`src/rtl/pipeline_fetch_queue.sv`:
```
// Fetch stage: owns the program counter, issues one read per cycle to a
// synchronous (1-cycle latency) instruction memory, and buffers the returned
// {pc, instruction} pairs in a DEPTH-entry queue feeding decode. A redirect
// from execute flushes the queue and drops any fetch still in flight.
module pipeline_fetch_queue #(
    parameter int unsigned           ADDR_WIDTH  = 32,
    parameter int unsigned           INSTR_WIDTH = 32,
    parameter int unsigned           DEPTH       = 4,
    parameter logic [ADDR_WIDTH-1:0] RESET_PC    = '0,
    parameter int unsigned           PC_STEP     = 4
) (
    input  logic                         clock,
    input  logic                         reset,
    output logic [ADDR_WIDTH-1:0]        imemAddress,
    output logic                         imemRequest,
    input  logic [INSTR_WIDTH-1:0]       imemData,
    input  logic                         jumpEnabled,
    input  logic [ADDR_WIDTH-1:0]        jumpValue,
    input  logic                         stallOnDecode,
    output logic                         outValid,
    output logic [ADDR_WIDTH-1:0]        outPc,
    output logic [INSTR_WIDTH-1:0]       outInstruction,
    output logic [$clog2(DEPTH+1)-1:0]   occupancy
);

    localparam int unsigned           PTR_W      = $clog2(DEPTH);
    localparam int unsigned           CNT_W      = $clog2(DEPTH + 1);
    localparam logic [CNT_W:0]        DEPTH_C    = (CNT_W + 1)'(DEPTH);
    localparam logic [ADDR_WIDTH-1:0] STEP_C     = ADDR_WIDTH'(PC_STEP);
    localparam logic [ADDR_WIDTH-1:0] ALIGN_MASK = ~(STEP_C - ADDR_WIDTH'(1));

    logic [ADDR_WIDTH-1:0]  fetchPc;
    logic [ADDR_WIDTH-1:0]  inFlightPc;
    logic                   inFlight;

    logic [ADDR_WIDTH-1:0]  pcQueue    [DEPTH];
    logic [INSTR_WIDTH-1:0] instrQueue [DEPTH];
    logic [PTR_W-1:0]       headPtr;
    logic [PTR_W-1:0]       tailPtr;
    logic [CNT_W-1:0]       count;

    logic                   issue;
    logic                   enqueue;
    logic                   dequeue;
    logic                   notEmpty;

    // Issue/enqueue/dequeue decisions. A read is only issued when a slot is
    // guaranteed for its response, counting the one already in flight.
    always_comb begin
        notEmpty = (count != '0);
        issue    = !reset && !jumpEnabled &&
                   (({1'b0, count} + {{CNT_W{1'b0}}, inFlight}) < DEPTH_C);
        enqueue  = inFlight && !jumpEnabled;
        dequeue  = notEmpty && !stallOnDecode && !jumpEnabled;
    end

    assign imemRequest    = issue;
    assign imemAddress    = fetchPc;
    assign outValid       = notEmpty;
    assign outPc          = notEmpty ? pcQueue[headPtr]    : '0;
    assign outInstruction = notEmpty ? instrQueue[headPtr] : '0;
    assign occupancy      = count;

    // Program counter, in-flight tracking and queue pointers; reset beats flush beats normal flow.
    always_ff @(posedge clock) begin
        if (reset) begin
            fetchPc    <= RESET_PC;
            inFlight   <= 1'b0;
            inFlightPc <= '0;
            headPtr    <= '0;
            tailPtr    <= '0;
            count      <= '0;
        end else if (jumpEnabled) begin
            fetchPc    <= jumpValue & ALIGN_MASK;
            inFlight   <= 1'b0;
            headPtr    <= '0;
            tailPtr    <= '0;
            count      <= '0;
        end else begin
            inFlight <= issue;
            if (issue) begin
                fetchPc    <= fetchPc + STEP_C;
                inFlightPc <= fetchPc;
            end
            if (enqueue) begin
                tailPtr <= tailPtr + PTR_W'(1);
            end
            if (dequeue) begin
                headPtr <= headPtr + PTR_W'(1);
            end
            case ({enqueue, dequeue})
                2'b10:   count <= count + CNT_W'(1);
                2'b01:   count <= count - CNT_W'(1);
                default: count <= count;
            endcase
        end
    end

    // Queue storage: the returning read lands in the tail slot unless dropped.
    always_ff @(posedge clock) begin
        if (!reset && enqueue) begin
            pcQueue[tailPtr]    <= inFlightPc;
            instrQueue[tailPtr] <= imemData;
        end
    end

endmodule
```
`config.mk`:
```
export PLATFORM = sky130hd
export DESIGN_NAME = pipeline_fetch_queue
export DESIGN_NICKNAME = d
export VERILOG_FILES = /design/src/rtl/pipeline_fetch_queue.sv
export SDC_FILE = /design/constraint.sdc
export NUM_CORES = 1
export LEC_CHECK = 0
export ABC_AREA = 1
export CORE_MARGIN = 4
export CORE_UTILIZATION = 55
export CTS_BUF_LIST = sky130_fd_sc_hd__clkbuf_4 sky130_fd_sc_hd__clkbuf_8 sky130_fd_sc_hd__clkbuf_16
export CTS_CLUSTER_DIAMETER = 200
export CTS_CLUSTER_SIZE = 40
export DETAILED_ROUTE_END_ITERATION = 8
export GPL_ROUTABILITY_DRIVEN = 0
export GPL_TIMING_DRIVEN = 0
export PLACE_DENSITY_LB_ADDON = 0.12
export SYNTH_ARGS = -nofsm -noshare
export SYNTH_HDL_FRONTEND = slang
export SYNTH_SLANG_ARGS = --single-unit
```
`constraint.sdc`:
```
create_clock -name clock -period 5.7 [get_ports clock]
set_input_delay 0.855 -clock clock [delete_from_list [all_inputs] [get_ports clock]]
set_output_delay 0.855 -clock clock [all_outputs]
set_load 0.01 [all_outputs]
```
======== Yosys cells after proc, flatten, opt, wreduce, memory -nomap -nowiden ========
Memories as Yosys holds them, arrays and structs flattened. A register that Yosys moved wholly into a read port is not among the register bits.
Cells that the tools add are included.
operators by class
  $lt $le $gt $ge ......................... 1
  equal/unequal tests ..................... 2
  $add $sub $neg .......................... 6
  bitwise logic cells ..................... 1
  reduce and logical (&&, ||, !) cells .... 14
  multiplexer cells ....................... 11
operators with widths
  kind                     count
  $mux W32                 4
  $add A32 B3 Y32 const B  1
  $mux W2                  4
  $logic_and A1 B1 Y1      6
  $pmux W3 S2              1
  $add A2 B1 Y2 const B    2
  $add A3 B1 Y4            1
  $lt A4 B3 Y1 const B     1
  $reduce_bool A2 Y1       2
  $add A3 B1 Y3 const B    1
  $logic_not A1 Y1         3
  $reduce_bool A3 Y1       1
  $sub A3 B1 Y3 const B    1
  $eq A2 B1 Y1 const B     1
  $eq A2 B2 Y1 const B     1
  $mux W1                  2
  $reduce_and A2 Y1        1
  $reduce_or A2 Y1         1
  $not A1 Y1               1
storage, ports and cells
  bits in registers ....................... 72
  logic and storage cells ................. 44
  output and inout port bits .............. 101
  memories kept ........................... 2
  input port bits ......................... 68
  bits in writable memories ............... 256
memory list
  name        depth  width  rd ports  clocked after memory_dff  wr ports  line  text
  instrQueue  4      32     1         1                         1         37    logic [INSTR_WIDTH-1:0] instrQueue [DEPTH];
  pcQueue     4      32     1         1                         1         36    logic [ADDR_WIDTH-1:0] pcQueue [DEPTH];

======== Longest topological paths before layout ========
Gate-level depths: netlist of run 1.
  word-level depth ........................ 5
  gate-level depth with buffers ........... 11

======== Least setup slack after synthesis of run 1 ========
Ideal clock, no wire load.
  path type ............................... input port to flip-flop
  from .................................... input port jumpEnabled
  to ...................................... memory instrQueue[0][0] (enable)
  arrival time ............................ 3812 ps
  path slack .............................. 1406 ps
  setup time .............................. 482 ps
  stages on the path ...................... 4
  data required time ...................... 5218 ps
  cells stage by stage .................... buf_6 > nor2_8 > nand2_1 > nor2_1
between the ends
  longest elaborated chain between the ends .. 5
RTL lines
  what                           line  text
  start, declared                17    input logic jumpEnabled,
  $logic_not A1 Y1               53    enqueue = inFlight && !jumpEnabled;
  $logic_and A1 B1 Y1            53
  $logic_and A1 B1 Y1            101   if (!reset && enqueue) begin
  $mux W1                        101
  $mux W1 (not written as such)  103   instrQueue[tailPtr] <= imemData;
  end, declared                  37
Every way passes these cells.

==> reports/results.ini, run 1 <==
[status]
status=complete, no violations

[drt]
firstDrtPassIters=5
avgViaCountPerCell=5.37
routed_wl_mm=32.3
routed-via-count=9722
ant_nets=0
drt_iter0_markers=826
wl_per_cell_um=17.9
drc=0

[synthesis]
synth-edff-count=248
synth_cells=1303
ys_async_sr_fraction_pct=0
syn-cell-area_um2=13300
yosysUniqueCellTypes=36
ys_warn_count=0
syn_avg_cell_area_um2=10.2
yosysSeqAreaShare_pct=66.4
yosys_most_used_dff=edfxtp_1
synth_seq_cells=318

[sta]
worst_pin_slew_ns=0.992
drv_slew=0
timing.fmax_ghz=0.258
hold_slack_ns=0.490
finalCritPeriodShare_pct=67.9
hold_viol=0
rsz0062_at_grt=no
setup_ws_ns=1.83
fin_skew_ns=0.0145
min_period_ns=3.87
relSlewSlack_pct=33.5
finalSetupViolations=0

[critical_path]
startpoint_type=flop
cp_max_fo=10
worst_ep_required_time_ns=4.85
crit_path_end_kind=output pin
path_class=reg2out
worstPathArrival_ns=3.01

[clocking]
cts.reportedPaths.clkPinSlew_ns=0.14
ctsResizeCount=0
clock-sinks=318
cts_buffer_depth=3
cts_made_buffers=11
htreeDepth=1
cts_root_buf=clkbuf_16
cts_setup_buffers=0
holdBufCountCts=0
cts_tree=yes
clk_latency_ns=0.49

[finish]
nNetsFinal=1563
num_antenna_cells=0
layout_common_cells=nor2_1, edfxtp_1, o21ai_0
drive_gt1_share_pct=5.23
final_common_cell=nor2_1
postLayoutCellArea_um2=15900
area.growth.synth_to_final_pct=19.2

[global_route]
grt_use_total_pct=23.7
grt_first_pass_wirelength_mm=49.5
grt-ovfl-total=0
grt_pass1_vias=9341
grt_max_degree=42
antenna_found_initial=0

[power]
vdd_drop_max_uv=170
powerDensity_nw_per_um2=245
p_leak_nw=5.56

[flow_run]
maxCapViolCount=0

[die]
core.rowCount=56
die_x_um=164
io_pins=169
core_um2=23600
die_y_um=164
dieArea_um2=26800
initial_core_util_pct=56.4

[worst_hold_path]
min_path_type=reg2reg

[place]
dp_hpwl_mm=22.1
post_dp_cell_area_um2=15600
io_buffer_count=161
dp_slack_ns=1.98

power breakdown:
group	internal [mW]	total, mW	switching [mW]
clock network	0.392	1.02	0.628
logic	0.136	0.293	0.157
registers	2.53	2.58	0.0423
total	3.06	3.89	0.827
final cells by class:
class,instances,area (um2)
buffer,72,365
clock buffer,16,313
clock inverter,1,3.75
fill,1819,7740
inverter,91,343
multi-input combinational,825,3800
sequential,318,8850
tap,319,399
timing repair buffer,169,1790
worst max-delay path, cell delays in order, from the launching register on:
cell	delay (ns)
dfxtp_1	0.33
buf_2	0.20
inv_2	0.15
buf_2	0.26
clkbuf_1	0.47
o21ai_0	0.24
a21oi_1	0.27
clkdlybuf4s50_1	0.59
Yosys cell counts, drive strengths merged (7+ instances only):
cell type / count / area [um2]
buf: 29 / 204
dfxtp: 70 / 1400
o21ai: 171 / 856
nor2: 332 / 1290
nand3b: 8 / 60.1
a211oi: 7 / 82.6
a21oi: 94 / 470
edfxtp: 248 / 7450
inv: 90 / 338
clkbuf: 43 / 161
nand2: 130 / 493
nor3: 17 / 90.1
nand3: 39 / 205
per-stage QoR:
stage | utilization (%) | setup TNS, ns | power (mW) | cells
floorplan | - | 0 | 2.75 | 1306
global placement | 65.0 | -233.39 | 2.91 | 1786
detailed placement | 65.9 | 0 | 2.92 | 1794
CTS | 67.2 | 0 | 3.91 | 1811
global route | 67.2 | 0 | 4.02 | 1811
finish | 67.2 | 0 | 3.89 | 1811
path summary, 6_finish.rpt:
check,from,to,cells after the start,slack (ns)
max,flop,outPc[28],7,1.83
min,headPtr[0],headPtr[0],1,0.49
max reg2reg,occupancy[2],occupancy[2],11,3.20
min reg2reg,headPtr[0],headPtr[0],1,0.49
state kept, by name, indices dropped and copies added (netlist names), named ones only:
signal       flops
instrQueue     128
pcQueue        120
imemAddress     30
inFlightPc      30
occupancy        3
headPtr          2
tailPtr          2
inFlight         1
routing by layer:
metal | vias to the layer above | wire, um | track usage, %
met1 | 4502 | 13500 | 32.7
met3 | 48 | 2430 | 2.85
li1 | 4768 | - | -
met5 | - | 0 | 0
met4 | 0 | 775 | 6.40
met2 | 404 | 15700 | 40.2
cells by family after synthesis:
| group | count (synthesis) | synth area share, % |
|---|---|---|
| simple gates | 530 | 16.2 |
| buf+inv | 163 | 5.32 |
| compound gates | 279 | 10.9 |
| xor+xnor | 5 | 0.329 |
| fa+ha+maj | 7 | 0.714 |
| other cells | 1 | 0.0282 |
| flops | 318 | 66.4 |
Power figures use the tool's default switching activity.
==> run 2: changes to the inputs <==
--- a/config.mk
+++ b/config.mk
@@ -7,7 +7,7 @@
 export LEC_CHECK = 0
 export ABC_AREA = 1
 export CORE_MARGIN = 4
-export CORE_UTILIZATION = 55
+export CORE_UTILIZATION = 50
 export CTS_BUF_LIST = sky130_fd_sc_hd__clkbuf_4 sky130_fd_sc_hd__clkbuf_8 sky130_fd_sc_hd__clkbuf_16
 export CTS_CLUSTER_DIAMETER = 200
 export CTS_CLUSTER_SIZE = 40
==> constraint.sdc (replaced) <==
create_clock -name clock -period 3.3 [get_ports clock]
set_input_delay 0.495 -clock clock [delete_from_list [all_inputs] [get_ports clock]]
set_output_delay 0.495 -clock clock [all_outputs]
set_load 0.01 [all_outputs]
==> reports/results.ini, run 2 (synthesized netlist as in run 1, its figures left out) <==
[critical_path]
regToRegStartpoint=occupancy[2]
startpoint_type=flop
reg2regPathDepth=11  ; unchanged
path_class=reg2out
crit_path_end_kind=output pin
worst_ep_required_time_ns=2.80  ; -2.05 ns
rrSetupSlack_ns=1.10  ; -2.10 ns
cp_max_fo=10  ; unchanged
worstPathArrival_ns=2.69  ; -0.32 ns

[flow_run]
maxCapViolCount=0  ; unchanged

[clocking]
htreeDepth=1  ; unchanged
cts_root_buf=clkbuf_16
cts_buffer_depth=3  ; unchanged
holdBufCountCts=0  ; unchanged
cts_tree=yes
cts_setup_buffers=0  ; unchanged
cts.reportedPaths.clkPinSlew_ns=0.14  ; about the same
cts_made_buffers=11  ; unchanged
clock-sinks=318  ; unchanged
clk_latency_ns=0.50  ; about the same

[worst_hold_path]
min_path_type=in2reg
hold_start=jumpEnabled
holdPathStages=4  ; +3

[sta]
timing.fmax_ghz=0.314
hold_viol=0  ; unchanged
drv_slew=0  ; unchanged
fin_skew_ns=0.0239  ; +0.00939 ns
relSlewSlack_pct=51.6  ; +18 points
worst_pin_slew_ns=0.724  ; -0.268 ns
min_period_ns=3.19
finalCritPeriodShare_pct=96.5
rsz0062_at_grt=yes
finalSetupViolations=0  ; unchanged

[finish]
multi_input_area_um2=3810  ; +0.16%
seq_area_um2=8850  ; unchanged
final_common_cell=nor2_1
top_regs=instrQueue x128, pcQueue x120
postLayoutCellArea_um2=15900  ; +0.32%
num_antenna_cells=0  ; unchanged
largest_reg_flops=128  ; unchanged
filler_cell_count=2138  ; +18%
layout_common_cells=nor2_1, edfxtp_1, o21ai_0
drive_gt1_share_pct=6.30  ; +1.1 points
area.growth.synth_to_final_pct=19.5
regMostFlops=instrQueue
nNetsFinal=1563  ; unchanged

[die]
core.rowCount=59  ; +5.4%
io_pins=169  ; unchanged
die_x_um=171  ; +4.6%
initial_core_util_pct=51.0  ; -5.4 points
dieArea_um2=29300  ; +9.5%
core_um2=26100  ; +11%
die_y_um=171  ; +4.6%

[global_route]
grt_pass1_vias=9250  ; -0.97%
grt_first_pass_wirelength_mm=50.5  ; +2.1%
grt-ovfl-total=0  ; unchanged
grt_use_total_pct=22.0  ; -1.7 points
grt_max_degree=42  ; unchanged
antenna_found_initial=0  ; unchanged

[drt]
avgViaCountPerCell=5.33  ; -0.66%
drc=0  ; unchanged
drt_iter0_markers=858  ; +3.9%
wl_per_cell_um=17.9  ; +0.46%
routed_wl_mm=32.8  ; +1.3%
ant_nets=0  ; unchanged
routed-via-count=9743  ; +0.22%
firstDrtPassIters=5  ; unchanged

[power]
p_leak_nw=5.60  ; +0.77%
design_power_total_mw=6.76  ; +74%
powerDensity_nw_per_um2=425  ; +73%
vdd_drop_max_uv=312  ; +83%

[status]
status=complete, no violations

[place]
dp_hpwl_mm=22.6  ; +2.1%
io_buffer_count=161  ; unchanged
post_dp_cell_area_um2=15600  ; about the same

-- run 2: changes by cell type in the layout (fill, tap and decap cells not counted), sizes merged --
cell	delta
buf	-1
clkbuf	+2
clkinv	-1
-- run 2: worst paths after layout --
| check | endpoint |
|---|---|
| max | outPc[18] |
| min | tailPtr[1] |
| max reg2reg | occupancy[2] |
| min reg2reg | headPtr[1] |
-- run 2: report_power, final --
part	leakage (nW)	internal, mW	switching [mW]
clock	0.166	0.700	1.11
combinational	2.61	0.236	0.273
sequential	2.82	4.38	0.0725
-- run 2: cell type report --
cell class | count | area share [%]
buffer | 72 | 2.48
clock buffer | 17 | 2.05
inverter | 91 | 2.15
multi-input combinational | 825 | 23.9
sequential | 318 | 55.6
tap | 335 | 2.63
timing repair buffer | 169 | 11.2
-- run 2: metrics by stage --
| stage | setup TNS [ns] | worst slack, ns | hold slack (ns) | utilization (%) | cells |
|---|---|---|---|---|---|
| global placement | -754.56 | -3.08 | 0.455 | 58.8 | 1802 |
| global route | -0.0235 | -0.0235 | 0.315 | 60.9 | 1827 |
| detailed placement | 0 | 0.303 | 0.459 | 59.5 | 1810 |
| finish | 0 | 0.114 | 0.325 | 60.9 | 1827 |
| floorplan | -157.19 | -0.634 | 0.436 | - | 1306 |
| CTS | 0 | 0.00791 | 0.304 | 60.8 | 1827 |
-- run 2: layer usage --
layer  track usage, %  share of wire (%)  wire (um)  vias to the layer above
li1                 -                  -          -                     4756
met1             30.8                 43      14200                     4558
met2             36.6                 47      15600                      377
met3             2.57                6.4       2100                       52
met4             6.61                2.8        907                        0
met5                0                  0          0                        -
-- run 2: timing repair --
action	in CTS	in global routing
cloned	0	0
gates resized for setup	9	21
setup endpoints to repair	60	36
endpoints found under the hold margin	0	0
-- run 2: critical path: stages (launching register included) --
cell	delay, ns
dfxtp_1	0.33
clkbuf_4	0.20
inv_2	0.14
buf_2	0.25
buf_2	0.27
o21ai_0	0.12
a21oi_1	0.28
clkdlybuf4s50_1	0.60
==> run 3: changes to the inputs <==
--- a/config.mk
+++ b/config.mk
@@ -10,7 +10,6 @@
 export CORE_UTILIZATION = 50
 export CTS_BUF_LIST = sky130_fd_sc_hd__clkbuf_4 sky130_fd_sc_hd__clkbuf_8 sky130_fd_sc_hd__clkbuf_16
 export CTS_CLUSTER_DIAMETER = 200
-export CTS_CLUSTER_SIZE = 40
 export DETAILED_ROUTE_END_ITERATION = 8
 export GPL_ROUTABILITY_DRIVEN = 0
 export GPL_TIMING_DRIVEN = 0
@@ -18,3 +17,4 @@
 export SYNTH_ARGS = -nofsm -noshare
 export SYNTH_HDL_FRONTEND = slang
 export SYNTH_SLANG_ARGS = --single-unit
+export TNS_END_PERCENT = 5
==> reports/results.ini, run 3 (synthesized netlist as in run 1, its figures left out) <==
[status]
status=complete, no violations

[clocking]
clk_latency_ns=0.56  ; +0.06 ns
cts.reportedPaths.clkPinSlew_ns=0.06  ; -0.08 ns
cts_buffer_depth=3  ; unchanged
htreeDepth=1  ; unchanged
clock-sinks=318  ; unchanged
holdBufCountCts=0  ; unchanged
cts_setup_buffers=0  ; unchanged
cts_made_buffers=31  ; +20
cts_tree=yes
cts_root_buf=clkbuf_16

[power]
switching_share_pct=21.0  ; -0.44 points
powerDensity_nw_per_um2=509  ; +20%
switching_power_mw=1.78  ; +23%
internal-power_mw=6.69  ; +26%
design_power_total_mw=8.47  ; +25%
power_frac_comb_pct=6.0  ; -1.5 points
p_seq_share_pct=52.6  ; -13 points
vdd_drop_max_uv=379  ; +21%
p_leak_nw=5.96  ; +6.5%
p_clk_share_pct=41.4  ; +15 points

[sta]
drv_slew=0  ; unchanged
relSlewSlack_pct=53.0  ; +1.4 points
finalCritPeriodShare_pct=97.1  ; +0.54 points
finalSetupViolations=0  ; unchanged
setup_ws_ns=0.0962  ; -0.0180 ns
fin_skew_ns=0.0132  ; -0.0107 ns
timing.setup.tns_ns=0  ; unchanged
timing.fmax_ghz=0.312  ; -0.56%
hold_viol=0  ; unchanged
min_period_ns=3.20  ; +0.0180 ns
rsz0062_at_grt=yes
worst_pin_slew_ns=0.704  ; -0.0204 ns

[drt]
drc=0  ; unchanged
firstDrtPassIters=7  ; +2
wl_per_cell_um=17.8  ; -0.67%
ant_nets=0  ; unchanged
drt_iter0_markers=874  ; +1.9%
routed_wl_mm=33.3  ; +1.6%
routed-via-count=9904  ; +1.7%
avgViaCountPerCell=5.30  ; -0.58%

[global_route]
grt_pass1_vias=9534  ; +3.1%
antenna_found_initial=0  ; unchanged
grt-ovfl-total=0  ; unchanged
grt_first_pass_wirelength_mm=51.6  ; +2.2%
grt_use_total_pct=22.5  ; +0.46 points
grt_max_degree=29  ; -31%

[finish]
final_common_cell=nor2_1
area.growth.synth_to_final_pct=25.0
regMostFlops=instrQueue
layout_common_cells=nor2_1, edfxtp_1, o21ai_0
top_regs=instrQueue x128, pcQueue x120
largest_reg_flops=128  ; unchanged
num_antenna_cells=0  ; unchanged
drive_gt1_share_pct=8.94  ; +2.6 points
nNetsFinal=1583  ; +1.3%

[critical_path]
startpoint_type=flop
cp_max_fo=10  ; unchanged
crit_chain=buf_2 -> inv_2 -> clkbuf_1 -> nor2_1 -> o21ai_0 -> a21oi_1 -> clkdlybuf4s50_1
worst_ep_required_time_ns=2.80  ; about the same
crit_path_end_kind=output pin
critPathSlowestCell=clkdlybuf4s50_1
critical-path-top-delay-family=buffers and inverters
worstPathArrival_ns=2.71  ; +0.02 ns
path_class=reg2out
max_stage_delay_ns=0.60  ; about the same
path_buf_inv=4  ; -1

[flow_run]
maxCapViolCount=0  ; unchanged

[die]
dieArea_um2=29300  ; unchanged
core_um2=26100  ; unchanged
die_x_um=171  ; unchanged
die_y_um=171  ; unchanged
initial_core_util_pct=51.0  ; unchanged
core.rowCount=59  ; unchanged
io_pins=169  ; unchanged

[place]
io_buffer_count=161  ; unchanged
dp_hpwl_mm=22.6  ; unchanged
dp_slack_ns=0.303  ; unchanged

[worst_hold_path]
min_path_type=in2reg

-- run 3: changes by cell type in the layout (fill, tap and decap cells not counted), sizes merged --
| cell | change |
|---|---|
| clkinvlp | +1 |
| clkinv | +7 |
| clkbuf | +32 |
| inv | +2 |
| buf | -3 |
| bufinv | +2 |
-- run 3: area by class of cell --
type | instances | area [um2]
fillers | 2070 | 9490
well taps | 335 | 419
clock inverters | 12 | 120
inverters | 91 | 343
flip-flops and latches | 318 | 8850
clock buffers | 46 | 913
multi-input cells | 825 | 3810
repair buffers | 169 | 1780
plain buffers | 72 | 405
-- run 3: timing repair --
item | 4_1_cts | 5_1_grt
endpoints found under the setup margin | 60 | 44
gates resized for setup | 10 | 28
cloned | 0 | 0
-- run 3: worst paths after layout --
check | cells past startpoint | to | slack, ns | start
setup / recovery | 7 | outPc[20] | 0.1 | flop
hold / removal | 4 | tailPtr[1] | 0.30 | jumpEnabled
setup reg to reg | 11 | occupancy[2] | 1.10 | occupancy[2]
hold reg to reg | 2 | headPtr[1] | 0.48 | headPtr[1]
-- run 3: worst register-to-register path, cell delays in order (launching register included) --
cell and delay, ns:
dfxtp_1 0.38, nor3_4 0.57, inv_1 0.12, nand2_1 0.08, inv_1 0.08, ha_1 0.19, inv_1 0.09, fa_1 0.19
a21oi_1 0.06, o21ai_0 0.10, xor2_1 0.16, nor3_1 0.05
-- run 3: stage by stage --
stage	hold slack [ns]	instances	utilization [%]	instance area (um2)
after global placement	0.455	1802	58.8	15400
after CTS	0.276	1868	63.6	16600
after global routing	0.292	1868	63.7	16600
final	0.297	1868	63.7	16600
after detailed placement	0.459	1810	59.5	15600
after floorplan	0.436	1306	-	13300
-- run 3: power groups by stage --
| stage | Combinational, mW | Clock (mW) | Sequential (mW) |
|---|---|---|---|
| 2_1_floorplan | 0.225 | 0 | 4.53 |
| 3_3_place_gp | 0.493 | 0 | 4.54 |
| 3_5_place_dp | 0.506 | 0 | 4.54 |
| 4_1_cts | 0.511 | 3.57 | 4.45 |
| 5_1_grt | 0.560 | 3.75 | 4.46 |
| 6_report | 0.510 | 3.51 | 4.46 |
-- run 3: metal layers --
metal | routed length, um | global-route usage (%) | vias up
met5 | 0 | 0 | -
met4 | 996 | 7.48 | 0
met2 | 15800 | 37.0 | 390
li1 | - | - | 4839
met3 | 2270 | 3.31 | 64
met1 | 14200 | 31.0 | 4611
